$ cat config.mk
export PLATFORM = sky130hd
export DESIGN_NAME = fir_mac_sequencer
export DESIGN_NICKNAME = d
export VERILOG_FILES = /design/src/rtl/fir_mac_sequencer.sv
export SDC_FILE = /design/constraint.sdc
export NUM_CORES = 1
export LEC_CHECK = 0
export CAP_MARGIN = 20
export CORE_MARGIN = 2
export CORE_UTILIZATION = 55
export CTS_CLUSTER_DIAMETER = 60
export DETAILED_ROUTE_END_ITERATION = 7
export PLACE_DENSITY = 0.75
export SLEW_MARGIN = 20
export SYNTH_ARGS = -nofsm -noshare
export SYNTH_HDL_FRONTEND = slang
export SYNTH_SLANG_ARGS = --single-unit
export TNS_END_PERCENT = 30
$ cat constraint.sdc
create_clock -name clk -period 8 [get_ports clk]
set_input_delay 0.8 -clock clk [delete_from_list [all_inputs] [get_ports clk]]
set_output_delay 0.8 -clock clk [all_outputs]
set_load 0.02 [all_outputs]
$ cat src/rtl/fir_mac_sequencer.sv
// Sequenced FIR filter: one shared signed multiplier and accumulator walk all
// taps one per cycle, then the full-precision sum is held on a valid/ready port.
module fir_mac_sequencer #(
    parameter int BITS = 8,
    parameter int TAPS = 4,
    localparam int ACC_BITS = 2*BITS + $clog2(TAPS),
    localparam int IW = $clog2(TAPS)
) (
    input  logic                       clk,
    input  logic                       rst,
    input  logic                       in_valid,
    output logic                       in_ready,
    input  logic signed [BITS-1:0]     in_data,
    input  logic                       coef_we,
    input  logic [IW-1:0]              coef_addr,
    input  logic signed [BITS-1:0]     coef_data,
    output logic                       out_valid,
    input  logic                       out_ready,
    output logic signed [ACC_BITS-1:0] out_data,
    output logic                       busy
);

    typedef enum logic [1:0] {IDLE, MAC, OUT} state_t;

    state_t state_q, state_d;

    logic [TAPS-1:0][BITS-1:0]  smp_q, smp_d;
    logic [TAPS-1:0][BITS-1:0]  coef_q, coef_d;
    logic signed [ACC_BITS-1:0] acc_q, acc_d;
    logic [IW-1:0]              idx_q, idx_d;

    logic                       accept;
    logic                       last_tap;
    logic                       coef_hit;
    logic signed [2*BITS-1:0]   prod;

    assign accept   = in_valid && in_ready;
    assign last_tap = (idx_q == IW'(TAPS-1));
    // Guards non-power-of-two TAPS where the address can exceed the table.
    assign coef_hit = coef_we && ({1'b0, coef_addr} < (IW+1)'(TAPS));
    assign prod     = $signed(smp_q[idx_q]) * $signed(coef_q[idx_q]);

    // State register; reset abandons any computation in flight.
    always_ff @(posedge clk) begin
        if (rst) state_q <= IDLE;
        else     state_q <= state_d;
    end

    // Next-state: accept -> TAPS MAC cycles -> hold result until taken.
    always_comb begin
        state_d = state_q;
        case (state_q)
            IDLE:    if (accept) state_d = MAC;
            MAC:     if (last_tap) state_d = OUT;
            OUT:     if (out_ready) state_d = IDLE;
            default: state_d = IDLE;
        endcase
    end

    // Outputs decoded from state; in_ready is masked by reset directly.
    always_comb begin
        in_ready  = (state_q == IDLE) && !rst;
        out_valid = (state_q == OUT);
        busy      = (state_q != IDLE);
        out_data  = acc_q;
    end

    // Datapath next-state: delay-line shift, MAC step, coefficient writes.
    always_comb begin
        smp_d  = smp_q;
        coef_d = coef_q;
        acc_d  = acc_q;
        idx_d  = idx_q;
        if (accept) begin
            smp_d = {smp_q[TAPS-2:0], in_data};
            acc_d = '0;
            idx_d = '0;
        end else if (state_q == MAC) begin
            acc_d = acc_q + {{(ACC_BITS-2*BITS){prod[2*BITS-1]}}, prod};
            idx_d = idx_q + 1'b1;
        end
        // The MAC read above uses coef_q, so a same-cycle write lands next read.
        if (coef_hit) coef_d[coef_addr] = coef_data;
    end

    // Datapath registers; reset clears history, coefficients and accumulator.
    always_ff @(posedge clk) begin
        if (rst) begin
            smp_q  <= '0;
            coef_q <= '0;
            acc_q  <= '0;
            idx_q  <= '0;
        end else begin
            smp_q  <= smp_d;
            coef_q <= coef_d;
            acc_q  <= acc_d;
            idx_q  <= idx_d;
        end
    end

endmodule

# After elaboration in Yosys (flattened, before gate mapping)
# Index checks and enable logic that the tools add are counted.
[word_totals]
reg_bits = 86
output_inout_bits = 21
elab_cells = 42
[op_classes]
n_addsub = 2
n_mul = 1
magnitude_cmp = 3
n_eq_ne = 6
muxes = 11
n_reduce_logical = 8
[ops]
columns = ["operator", "count"]
rows = [
  ["$bmux 8 s2", 2],
  ["$bwmux 32", 1],
  ["$mux 8", 3],
  ["$add 18x18->18", 1],
  ["$demux 8 s2", 1],
  ["$mul 8x8->16", 1],
  ["$lt 2x3->1 const B", 2],
  ["$mux 2", 3],
  ["$pmux 2 s3", 1],
  ["$eq 2x2->1 const B", 2],
  ["$ne 2x2->1 const B", 2],
  ["$logic_and 1x1->1", 3],
  ["$reduce_and 3->1", 1],
  ["$add 2x1->2 const B", 1],
  ["$eq 2x1->1 const B", 1],
  ["$ge 2x1->1 const B", 1],
  ["$logic_not 2->1", 1],
  ["$ne 2x1->1 const B", 1],
  ["$reduce_bool 2->1", 1],
  ["$reduce_or 2->1", 1],
  ["$logic_not 1->1", 1],
]

# Depth between registers and ports, before layout
# Gate-level depths: netlist of the first run.
[depth]
word_depth = 5
depth_mapped = 31
depth_no_buf = 28

# Worst setup path after synthesis of the first run
# Ideal clock, no wire load.
[synth_timing]
path_kind = "flip-flop to flip-flop"
from = "reg idx_q[0]"
to = "reg acc_q[17] (netlist: out_data[17])"
setup_time_ns = 0.070
t_arrival_ns = 6.982
required_time_ns = 7.930
slack_ns = 0.949
stages_incl_launch_ff = 30
n_path_buf = 3
synth_period_minus_slack_ns = 7.051
cell_sequence = "dfxtp_1 -> buf_2 -> buf_2 -> mux2_2 -> o21ai_1 -> or2_2 -> fa_1 -> fa_1 -> inv_1 -> fa_1 -> inv_1 -> fa_1 -> inv_1 -> ha_1 -> a21oi_1 -> o21bai_1 -> a21oi_1 -> o21bai_1 -> a21oi_1 -> mux2i_1 -> o2111ai_1 -> ha_1 -> buf_6 -> a211o_1 -> o211ai_2 -> a21oi_2 -> a221oi_2 -> xnor2_1 -> or3_1 -> a21oi_1"
[synth_between]
elab_chain_len = 4
word_cells_on_any_way = 6
classes_between = "add/sub (1); mul (1); mux (4)"
[synth_rtl]
columns = ["item", "line", "rtl"]
rows = [
  ["from (decl)", "30", "logic [IW-1:0] idx_q, idx_d;"],
  ["from (signal assigned)", "97", "idx_q <= idx_d;"],
  ["$bmux 8 s2", "41", "assign prod = $signed(smp_q[idx_q]) * $signed(coef_q[idx_q]);"],
  ["$mux 8 (not written as such)", "41", ""],
  ["$mul 8x8->16 (*)", "41", ""],
  ["$add 18x18->18 (*)", "79", "acc_d = acc_q + {{(ACC_BITS-2*BITS){prod[2*BITS-1]}}, prod};"],
  ["to (signal assigned)", "91", "acc_q <= '0;"],
  ["to (signal assigned)", "96", "acc_q <= acc_d;"],
  ["to (decl)", "29", "logic signed [ACC_BITS-1:0] acc_q, acc_d;"],
]
# Every way passes the cells marked *; elsewhere a longest branch is shown, timed or not. The select of a mux whose other input is x is not followed.
# A chain may end at the register's enable or synchronous reset.

# Final worst setup path of the first run
# Same ends and word-level chain as after synthesis.

==> flow_summary.yaml, run 1 <==
status:
  status: "finished clean"
detailed_routing:
  drt_iter0_drc: 232
  drc: 0
  drtAntennaViolNets: 0
  first_pass_iters: 4
  wl_met2_mm: 7.16
  routed-via-count: 5091
  viasPerCell: 5.28
  wl_met1_mm: 6.20
  drt-total-wl_mm: 14.1
  wl_met3_microns: 443
  wl_per_cell_microns: 14.6
  maxUsedRoutingLayer: "met4"
sta:
  max_freq_mhz: 134
  worstMarginPinSlew_ns: 1.03
  min_period_ns: 7.48
  hold_violations: 0
  worst_slack_ns: 0.520
  max-slew-margin-rel_pct: 31.4
  setup_viol: 0
  rsz0062_at_grt: "no"
  post-route-period-util_pct: 93.5
  tns_ns: 0
  finalMaxSlewViolations: 0
  fin_worst_skew_ns: 0.00917
pwr:
  vdd_drop_max_mv: 0.147
  p_leak_nw: 3.50
  power_density_mw_per_mm2: 146
logic_synthesis:
  async_flop_share_pct: 0
  syn_area_sq_mm: 0.00685
  syn_avg_cell_area_sq_um: 9.01
  yosys_warnings: 0
  ys_seq_elements: 86
  syn_inst: 760
  synth_edf_count: 0
  synth_flop_cell: "dfxtp_1"
  yosysSeqAreaShare_pct: 25.1
  synth_cell_type_count: 50
  syn-num-nets: 886
floorplan:
  die_y_microns: 116
  io_pins: 44
  dieArea_sq_mm: 0.0134
  core_sq_mm: 0.0121
  start_util_pct: 56.8
  die-width_microns: 116
  rows: 40
global_route:
  first_global_vias: 5084
  grt_pass1_wl_mm: 23.9
  grt_usage_pct: 22.6
  grt-ovfl-total: 0
  grt_max_degree: 70
  antenna_found_initial: 0
clocking:
  numCtsBuffers: 9
  tritoncts: "built"
  cts_resized: 0
  holdBufCountCts: 0
  clk_pin_slew_ns: 0.06
  cts_root_buf: "clkbuf_16"
  clk_latency_ns: 0.35
  clkSinkCount: 86
  h-tree-depth: 3
  max-clock-path-buffers: 2
  post_cts_buffers: 0
layout:
  layout_commonest_cell: "inv_1"
  nets: 917
  areaGrowthSynthToFinish_pct: 12.5
  final_layout_size_suffix_gt1_share_pct: 7.16
  regArea_sq_mm: 0.00172
  antenna_cells: 0
  multiInputGateArea_sq_mm: 0.00464
  fill_cells: 977
  final_cell_mix: "inv_1, dfxtp_1, nand2_1"
place:
  dp_hpwl_mm: 10.7
  gp_congestion: 0.956
  dp_slack_ns: 0.568
  numPortBuffers: 43
setup_path:
  critPathKind: "flop to flop"
  startpoint_type: "flop"
  rr_endpoint: "out_data[17]"
  crit_path_frequent_cell: "inv_1"
  cpPeakStageDelay_ns: 0.56
  crit_slowest_cell: "fa_1"
  cp.required_ns: 8.28
  r2r-start: "idx_q[0]"
  worstRegToRegCells: 28
  ff2ff_setup_slack_ns: 0.52
  arrival_ns: 7.76
  worstPathMaxFanout: 17
  worst_setup_path_end_kind: "flop"
min_path:
  hold_path_depth: 2
  hold_end: "smp_q[25]"
  hold_start: "smp_q[25]"
  hold_path_class: "flop to flop"
run:
  max_cap_violations: 0
-- cell usage after synthesis (2+ instances only) --
cell type | count | share of area (%)
o21ai_1 | 6 | 0.44
nand4_1 | 2 | 0.18
inv_1 | 97 | 5.3
o21ai_0 | 41 | 3.0
o211ai_2 | 2 | 0.37
clkbuf_1 | 21 | 1.2
dfxtp_1 | 86 | 25
a21o_1 | 7 | 0.77
a211oi_2 | 2 | 0.37
a211oi_1 | 3 | 0.33
ha_1 | 47 | 8.6
o21bai_1 | 4 | 0.44
xnor2_1 | 25 | 3.2
and2_1 | 45 | 4.1
mux2i_1 | 35 | 5.1
a21oi_2 | 3 | 0.38
mux4_2 | 15 | 4.9
nor2_1 | 58 | 3.2
buf_2 | 4 | 0.29
nand2b_1 | 35 | 3.2
xor2_1 | 4 | 0.51
o21a_1 | 5 | 0.55
a21oi_1 | 32 | 2.3
or4_1 | 2 | 0.22
nor2b_1 | 3 | 0.27
nand2_1 | 81 | 4.4
nand3_1 | 4 | 0.29
or2_2 | 3 | 0.27
buf_6 | 2 | 0.33
nand3b_1 | 4 | 0.44
a221oi_2 | 2 | 0.44
and3_1 | 3 | 0.27
nor3_1 | 3 | 0.22
nor3b_1 | 3 | 0.33
fa_1 | 56 | 16
-- routing by layer --
metal | vias to the layer above | global-route usage, %
li1 | 2540 | -
met1 | 2440 | 28.2
met2 | 88 | 39.7
met3 | 23 | 3.82
met4 | 0 | 7.39
met5 | - | 0
-- critical path: cells and delay by family, from the launching register on --
family	cells	cell delay (ns)
flip-flops	1	0.39
AO/OA/AOI/OAI	12	2.48
buffers and inverters	6	0.67
AND/OR/NAND/NOR	1	0.31
multiplexers	2	0.62
XOR/XNOR	1	0.11
adder cells (fa/ha/maj)	6	2.78
-- registers in the layout (all words and copies together) (netlist names) --
register,count
smp_q,32
state_q,2
out_data,18
coef_q,32
idx_q,2
-- cells by family after synthesis --
| group | Yosys count | share of synthesized area, % |
|---|---|---|
| compound gates | 116 | 10.8 |
| simple gates | 250 | 18.0 |
| fa+ha+maj | 103 | 25.0 |
| flops | 86 | 25.1 |
| buf+inv | 125 | 7.15 |
| mux | 51 | 10.2 |
| xor+xnor | 29 | 3.71 |
-- through the flow --
step / std cells / util [%] / total power (W) / hold WS, ns / instance area, sq um
floorplan: 760 / - / 0.000644 / 0.443 / 6850
global placement: 948 / 61.3 / 0.000695 / 0.454 / 7400
detailed placement: 948 / 61.3 / 0.000704 / 0.468 / 7400
CTS: 964 / 63.8 / 0.00114 / 0.472 / 7700
global route: 964 / 63.8 / 0.00118 / 0.488 / 7700
finish: 964 / 63.8 / 0.00113 / 0.472 / 7700
-- final cells by class --
| cell class | count | area share (%) |
|---|---|---|
| Timing Repair Buffer | 48 | 6.01 |
| Clock buffer | 9 | 2.92 |
| Inverter | 97 | 4.73 |
| Multi-Input combinational cell | 549 | 60.2 |
| Tap cell | 168 | 2.73 |
| Clock inverter | 7 | 1.02 |
| Sequential cell | 86 | 22.4 |
-- where the power goes --
part | internal, W | switching, W | leakage [nW] | total [W]
clock | 0.000246 | 0.000187 | 0.144 | 0.000433
combinational | 0.000102 | 0.000134 | 2.66 | 0.000236
sequential | 0.000445 | 0.0000140 | 0.698 | 0.000459
-- worst max-delay path by stage --
stage | start | to | slack, ns | cells after the start
detailed placement | idx_q[0] | out_data[17] | 0.57 | 27
finish | idx_q[0] | out_data[17] | 0.52 | 28
floorplan | idx_q[0] | out_data[17] | 0.95 | 29
global route | idx_q[0] | out_data[17] | 0.04 | 27
global placement | idx_q[0] | out_data[17] | 0.77 | 27
CTS | idx_q[0] | out_data[17] | 0.55 | 28
Power figures use the tool's default switching activity.
==> run 2: changes to the inputs <==
--- a/config.mk
+++ b/config.mk
@@ -8,6 +8,7 @@
 export CAP_MARGIN = 20
 export CORE_MARGIN = 2
 export CORE_UTILIZATION = 55
+export CTS_BUF_LIST = sky130_fd_sc_hd__clkbuf_8
 export CTS_CLUSTER_DIAMETER = 60
 export DETAILED_ROUTE_END_ITERATION = 7
 export PLACE_DENSITY = 0.75
==> constraint.sdc (replaced) <==
create_clock -name clk -period 9.28 [get_ports clk]
set_input_delay 0.928 -clock clk [delete_from_list [all_inputs] [get_ports clk]]
set_output_delay 0.928 -clock clk [all_outputs]
set_load 0.02 [all_outputs]
==> run 2 against run 1 <==
Worst setup slack improved by 0.99 ns. Design area fell by 1.5%. Clock-buffer cell count did not move. Worst hold slack improved by 0.00063 ns. Critical path depth fell by 2. Clock power fell by 38%. Highest routed layer unchanged.
==> flow_summary.yaml, run 2 (synthesis gave the netlist of run 1 again) <==
detailed_routing:
  drt-total-wl_mm: 13.8
  wl_per_cell_microns: 14.4
  drt_iter0_drc: 277
  viasPerCell: 5.31
  routed-via-count: 5105
  drc: 0
  first_pass_iters: 7
  drtAntennaViolNets: 0
floorplan:
  dieArea_sq_mm: 0.0134
  io_pins: 44
  die-width_microns: 116
  start_util_pct: 56.8
  die_y_microns: 116
  rows: 40
  core_sq_mm: 0.0121
global_route:
  first_global_vias: 5139
  grt_max_degree: 70
  use_met3_pct: 3.92
  use_met2_pct: 38.4
  grt-ovfl-total: 0
  grt_busiest_layer: "met2"
  antenna_found_initial: 0
  grt_pass1_wl_mm: 23.6
  grt_use_met1_pct: 28.4
  grt_usage_pct: 22.2
clocking:
  h-tree-depth: 3
  cts_root_buf: "clkbuf_8"
  numCtsBuffers: 9
  post_cts_buffers: 0
  tritoncts: "built"
  clk_latency_ns: 0.39
  clk_pin_slew_ns: 0.11
  holdBufCountCts: 0
  clkSinkCount: 86
  cts_resized: 0
  max-clock-path-buffers: 2
pwr:
  p_leak_nw: 3.45
  power_density_mw_per_mm2: 114
  vdd_drop_max_mv: 0.232
layout:
  layout_commonest_cell: "inv_1"
  nets: 915
  antenna_cells: 0
  final_layout_size_suffix_gt1_share_pct: 6.93
  multiInputGateArea_sq_mm: 0.00464
  areaGrowthSynthToFinish_pct: 10.8
  fill_cells: 1038
  final_cell_mix: "inv_1, dfxtp_1, nand2_1"
  regArea_sq_mm: 0.00172
  fin_area_sq_mm: 0.00758
sta:
  hold_violations: 0
  tns_ns: 0
  finalMaxSlewViolations: 0
  max-slew-margin-rel_pct: 30.0
  fin_worst_skew_ns: 0.0189
  rsz0062_at_grt: "no"
  max_freq_mhz: 129
  worstMarginPinSlew_ns: 1.05
  min_period_ns: 7.77
  setup_viol: 0
  post-route-period-util_pct: 83.7
place:
  placed_area_sq_mm: 0.00738
  numPortBuffers: 43
  gp_congestion: 0.938
  dp_hpwl_mm: 10.7
setup_path:
  worst_setup_path_end_kind: "flop"
  startpoint_type: "flop"
  arrival_ns: 8.08
  worstPathMaxFanout: 16
  cp.required_ns: 9.60
  critPathKind: "flop to flop"
run:
  max_cap_violations: 0
status:
  status: "finished clean"
min_path:
  hold_path_class: "flop to flop"
-- run 2: cell types whose count changed in the layout (fill, tap and decap cells not counted) --
cell	before	now
clkinv_8	0	2
clkinvlp_4	2	0
buf_4	5	3
clkinv_2	1	0
bufinv_16	1	0
inv_6	2	4
clkbuf_8	0	9
clkbuf_16	9	0
-- run 2: layout make-up --
type	instances	area share, %
clock buffers	9	1.63
clock inverters	7	1.04
inverters	97	4.80
multi-input cells	549	61.1
flip-flops and latches	86	22.7
well taps	168	2.77
repair buffers	46	5.91
-- run 2: final timing paths --
path	startpoint	endpoint	slack, ns	cells after the start
setup reg to reg	idx_q[0]	out_data[17]	1.51	26
hold reg to reg	smp_q[23]	smp_q[31]	0.47	2
setup / recovery	idx_q[0]	out_data[17]	1.51	26
hold / removal	smp_q[23]	smp_q[31]	0.47	2
-- run 2: power by group --
group / internal, W / switching, W / leakage, nW
Combinational: 0.0000875 / 0.000113 / 2.65
Clock: 0.000107 / 0.000162 / 0.103
Sequential: 0.000383 / 0.0000153 / 0.698
-- run 2: worst max-delay path, stage by stage (launching register included) --
cell and delay (ns):
dfxtp_1 0.97, mux2_2 0.42, o21ai_1 0.55, or2_2 0.24, fa_1 0.42, fa_1 0.54, inv_1 0.05, fa_1 0.52
inv_1 0.05, fa_1 0.52, inv_1 0.04, ha_1 0.34, a21oi_1 0.23, o21bai_1 0.09, a21oi_1 0.24, o21bai_1 0.09
a21oi_1 0.26, mux2i_1 0.22, o2111ai_1 0.14, ha_1 0.39, a211o_1 0.36, o211ai_2 0.16, a21oi_2 0.05, a221oi_2 0.25
xnor2_1 0.10, or3_1 0.31, a21oi_1 0.13
-- run 2: per-stage QoR --
stage	power, W	hold WS [ns]	setup slack (ns)	utilization [%]	instances
finish	0.000868	0.473	1.51	62.9	962
floorplan	0.000555	0.443	2.23	-	760
global placement	0.000599	0.453	1.68	61.2	946
CTS	0.000877	0.481	1.51	62.9	962
global route	0.000915	0.507	1.03	62.9	962
detailed placement	0.000607	0.467	1.55	61.2	946
-- run 2: routing by layer --
layer,routed length [microns],vias up
li1,-,2541
met1,6330,2450
met2,6790,94
met3,461,20
met4,232,0
met5,0,-
==> run 3: changes to the inputs <==
--- a/config.mk
+++ b/config.mk
@@ -11,7 +11,7 @@
 export CTS_BUF_LIST = sky130_fd_sc_hd__clkbuf_8
 export CTS_CLUSTER_DIAMETER = 60
 export DETAILED_ROUTE_END_ITERATION = 7
-export PLACE_DENSITY = 0.75
+export PLACE_DENSITY = 0.78
 export SLEW_MARGIN = 20
 export SYNTH_ARGS = -nofsm -noshare
 export SYNTH_HDL_FRONTEND = slang
==> constraint.sdc (replaced) <==
create_clock -name clk -period 6.3 [get_ports clk]
set_input_delay 0.63 -clock clk [delete_from_list [all_inputs] [get_ports clk]]
set_output_delay 0.63 -clock clk [all_outputs]
set_load 0.02 [all_outputs]
==> run 3 against run 2 <==
Critical path depth is 1 higher. Sequential power is 46% higher. Clock skew decreased by 0.0063 ns. Highest routed layer unchanged. Critical endpoint unchanged. The flow now finishes with violations (setup timing). Clock power grew 43%. Core utilization rose by 5.1 points. Non-clock buffer count grew 58. Largest cell class unchanged. Global-route usage increased by 1.4 points. Total power up 53%. Die area did not move.
==> flow_summary.yaml, run 3 (synthesis gave the netlist of run 1 again) <==
layout:
  final_layout_size_suffix_gt1_share_pct: 16.5
  regArea_sq_mm: 0.00173
  layout_commonest_cell: "inv_1"
  multiInputGateArea_sq_mm: 0.00479
  nets: 973
  fill_cells: 974
  antenna_cells: 0
  final_cell_mix: "inv_1, dfxtp_1, nand2_1"
  fin_area_sq_mm: 0.00820
  utilization_pct: 68.0
  areaGrowthSynthToFinish_pct: 19.7
setup_path:
  worst_setup_path_end_kind: "flop"
  startpoint_type: "flop"
  worstPathMaxFanout: 9
  cpPeakStageDelay_ns: 0.62
  crit_path_frequent_cell: "a21oi_2"
  arrival_ns: 6.86
  cp.required_ns: 6.61
  crit_slowest_cell: "mux4_2"
  critPathKind: "flop to flop"
sta:
  min_period_ns: 6.55
  finalMaxSlewViolations: 0
  rsz0062_at_grt: "yes"
  max_freq_mhz: 153
  max-slew-margin-rel_pct: 33.4
  post-route-period-util_pct: 104
  fin_worst_skew_ns: 0.0126
  worst_slack_ns: -0.249
  hold_violations: 0
  setup_viol: 3
  worstMarginPinSlew_ns: 0.999
global_route:
  first_global_vias: 5564
  grt_pass1_wl_mm: 25.2
  antenna_found_initial: 0
  grt_usage_pct: 23.6
  grt_max_degree: 70
  grt-ovfl-total: 0
floorplan:
  die_y_microns: 116
  dieArea_sq_mm: 0.0134
  start_util_pct: 56.8
  io_pins: 44
  core_sq_mm: 0.0121
  rows: 40
  die-width_microns: 116
detailed_routing:
  drc: 0
  drt_iter0_drc: 265
  first_pass_iters: 4
  drt-total-wl_mm: 14.8
  routed-via-count: 5381
  viasPerCell: 5.28
  wl_per_cell_microns: 14.5
  drtAntennaViolNets: 0
clocking:
  clk_pin_slew_ns: 0.09
  clkSinkCount: 86
  tritoncts: "built"
  max-clock-path-buffers: 2
  numCtsBuffers: 9
  h-tree-depth: 3
  cts_root_buf: "clkbuf_8"
  clk_latency_ns: 0.38
place:
  gp_congestion: 0.898
  placed_area_sq_mm: 0.00792
  dp_hpwl_mm: 11.5
  numPortBuffers: 43
status:
  violations: "setup timing"
  status: "finished, violations left"
min_path:
  hold_path_class: "flop to flop"
pwr:
  vdd_drop_max_mv: 0.173
  p_leak_nw: 3.74
  power_density_mw_per_mm2: 162
run:
  max_cap_violations: 0
==> run 3: cell count changes in the layout (fill, tap and decap cells not counted), moves of 5 or more <==
| cell | previous run | this run |
|---|---|---|
| buf_4 | 3 | 58 |
| a21oi_2 | 3 | 9 |
| a21oi_1 | 32 | 25 |
| ha_4 | 0 | 6 |
| and2_4 | 0 | 5 |
| and2_1 | 44 | 39 |
| ha_1 | 47 | 40 |
==> run 3: per-stage QoR <==
stage	cells	power (W)	TNS [ns]	hold WS [ns]	setup slack, ns
after detailed placement	999	0.000947	-0.385	0.466	-0.203
after floorplan	760	0.000833	-0.110	0.443	-0.110
final	1020	0.00133	-0.346	0.478	-0.249
after global placement	999	0.000933	-0.0478	0.453	-0.0478
after CTS	1018	0.00134	-0.189	0.480	-0.189
after global routing	1020	0.00140	-1.15	0.502	-0.486
==> run 3: cell type report <==
type                            instances  area share [%]
Clock buffer                           11            1.85
Tap cell                              168            2.56
Sequential cell                        86            21.1
Multi-Input combinational cell        549            58.5
Timing Repair Buffer                  104            11.1
Inverter                               97            4.44
Clock inverter                          5           0.473
==> run 3: what timing repair did <==
item,in CTS,in global routing
resized for setup,9,5
buffers inserted,3,2
hold endpoints to repair,0,0
pin swaps,5,2
hold buffers,0,0
setup endpoints to repair,3,6
==> run 3: worst paths after layout <==
check | from | endpoint | slack [ns] | cells past startpoint
setup / recovery | idx_q[0] | out_data[17] | -0.25 | 27
hold / removal | smp_q[30] | smp_q[30] | 0.48 | 2
setup reg to reg | idx_q[0] | out_data[17] | -0.25 | 27
hold reg to reg | smp_q[30] | smp_q[30] | 0.48 | 2
==> run 3: worst max-delay path: cells and delay by family, from the launching register on <==
family	cells	cell delay, ns
AOI/OAI and AO/OA	11	1.76
xor gates and xnor gates	1	0.11
adders and majority gates	6	2.47
buffers and inverters	5	0.34
DFF	1	0.38
muxes	2	0.84
and+or+nand+nor	2	0.59
==> run 3: report_power, final <==
group          internal [W]  switching, W
registers          0.000564     0.0000168
logic              0.000171      0.000191
clock network      0.000168      0.000218
total              0.000903      0.000426
==> run 3: layer usage <==
| metal | vias up | wire length, microns | track usage (%) |
|---|---|---|---|
| met3 | 28 | 658 | 3.45 |
| met2 | 118 | 7670 | 41.9 |
| li1 | 2650 | - | - |
| met1 | 2585 | 6140 | 28.6 |
| met5 | - | 0 | 0 |
| met4 | 0 | 318 | 10.0 |
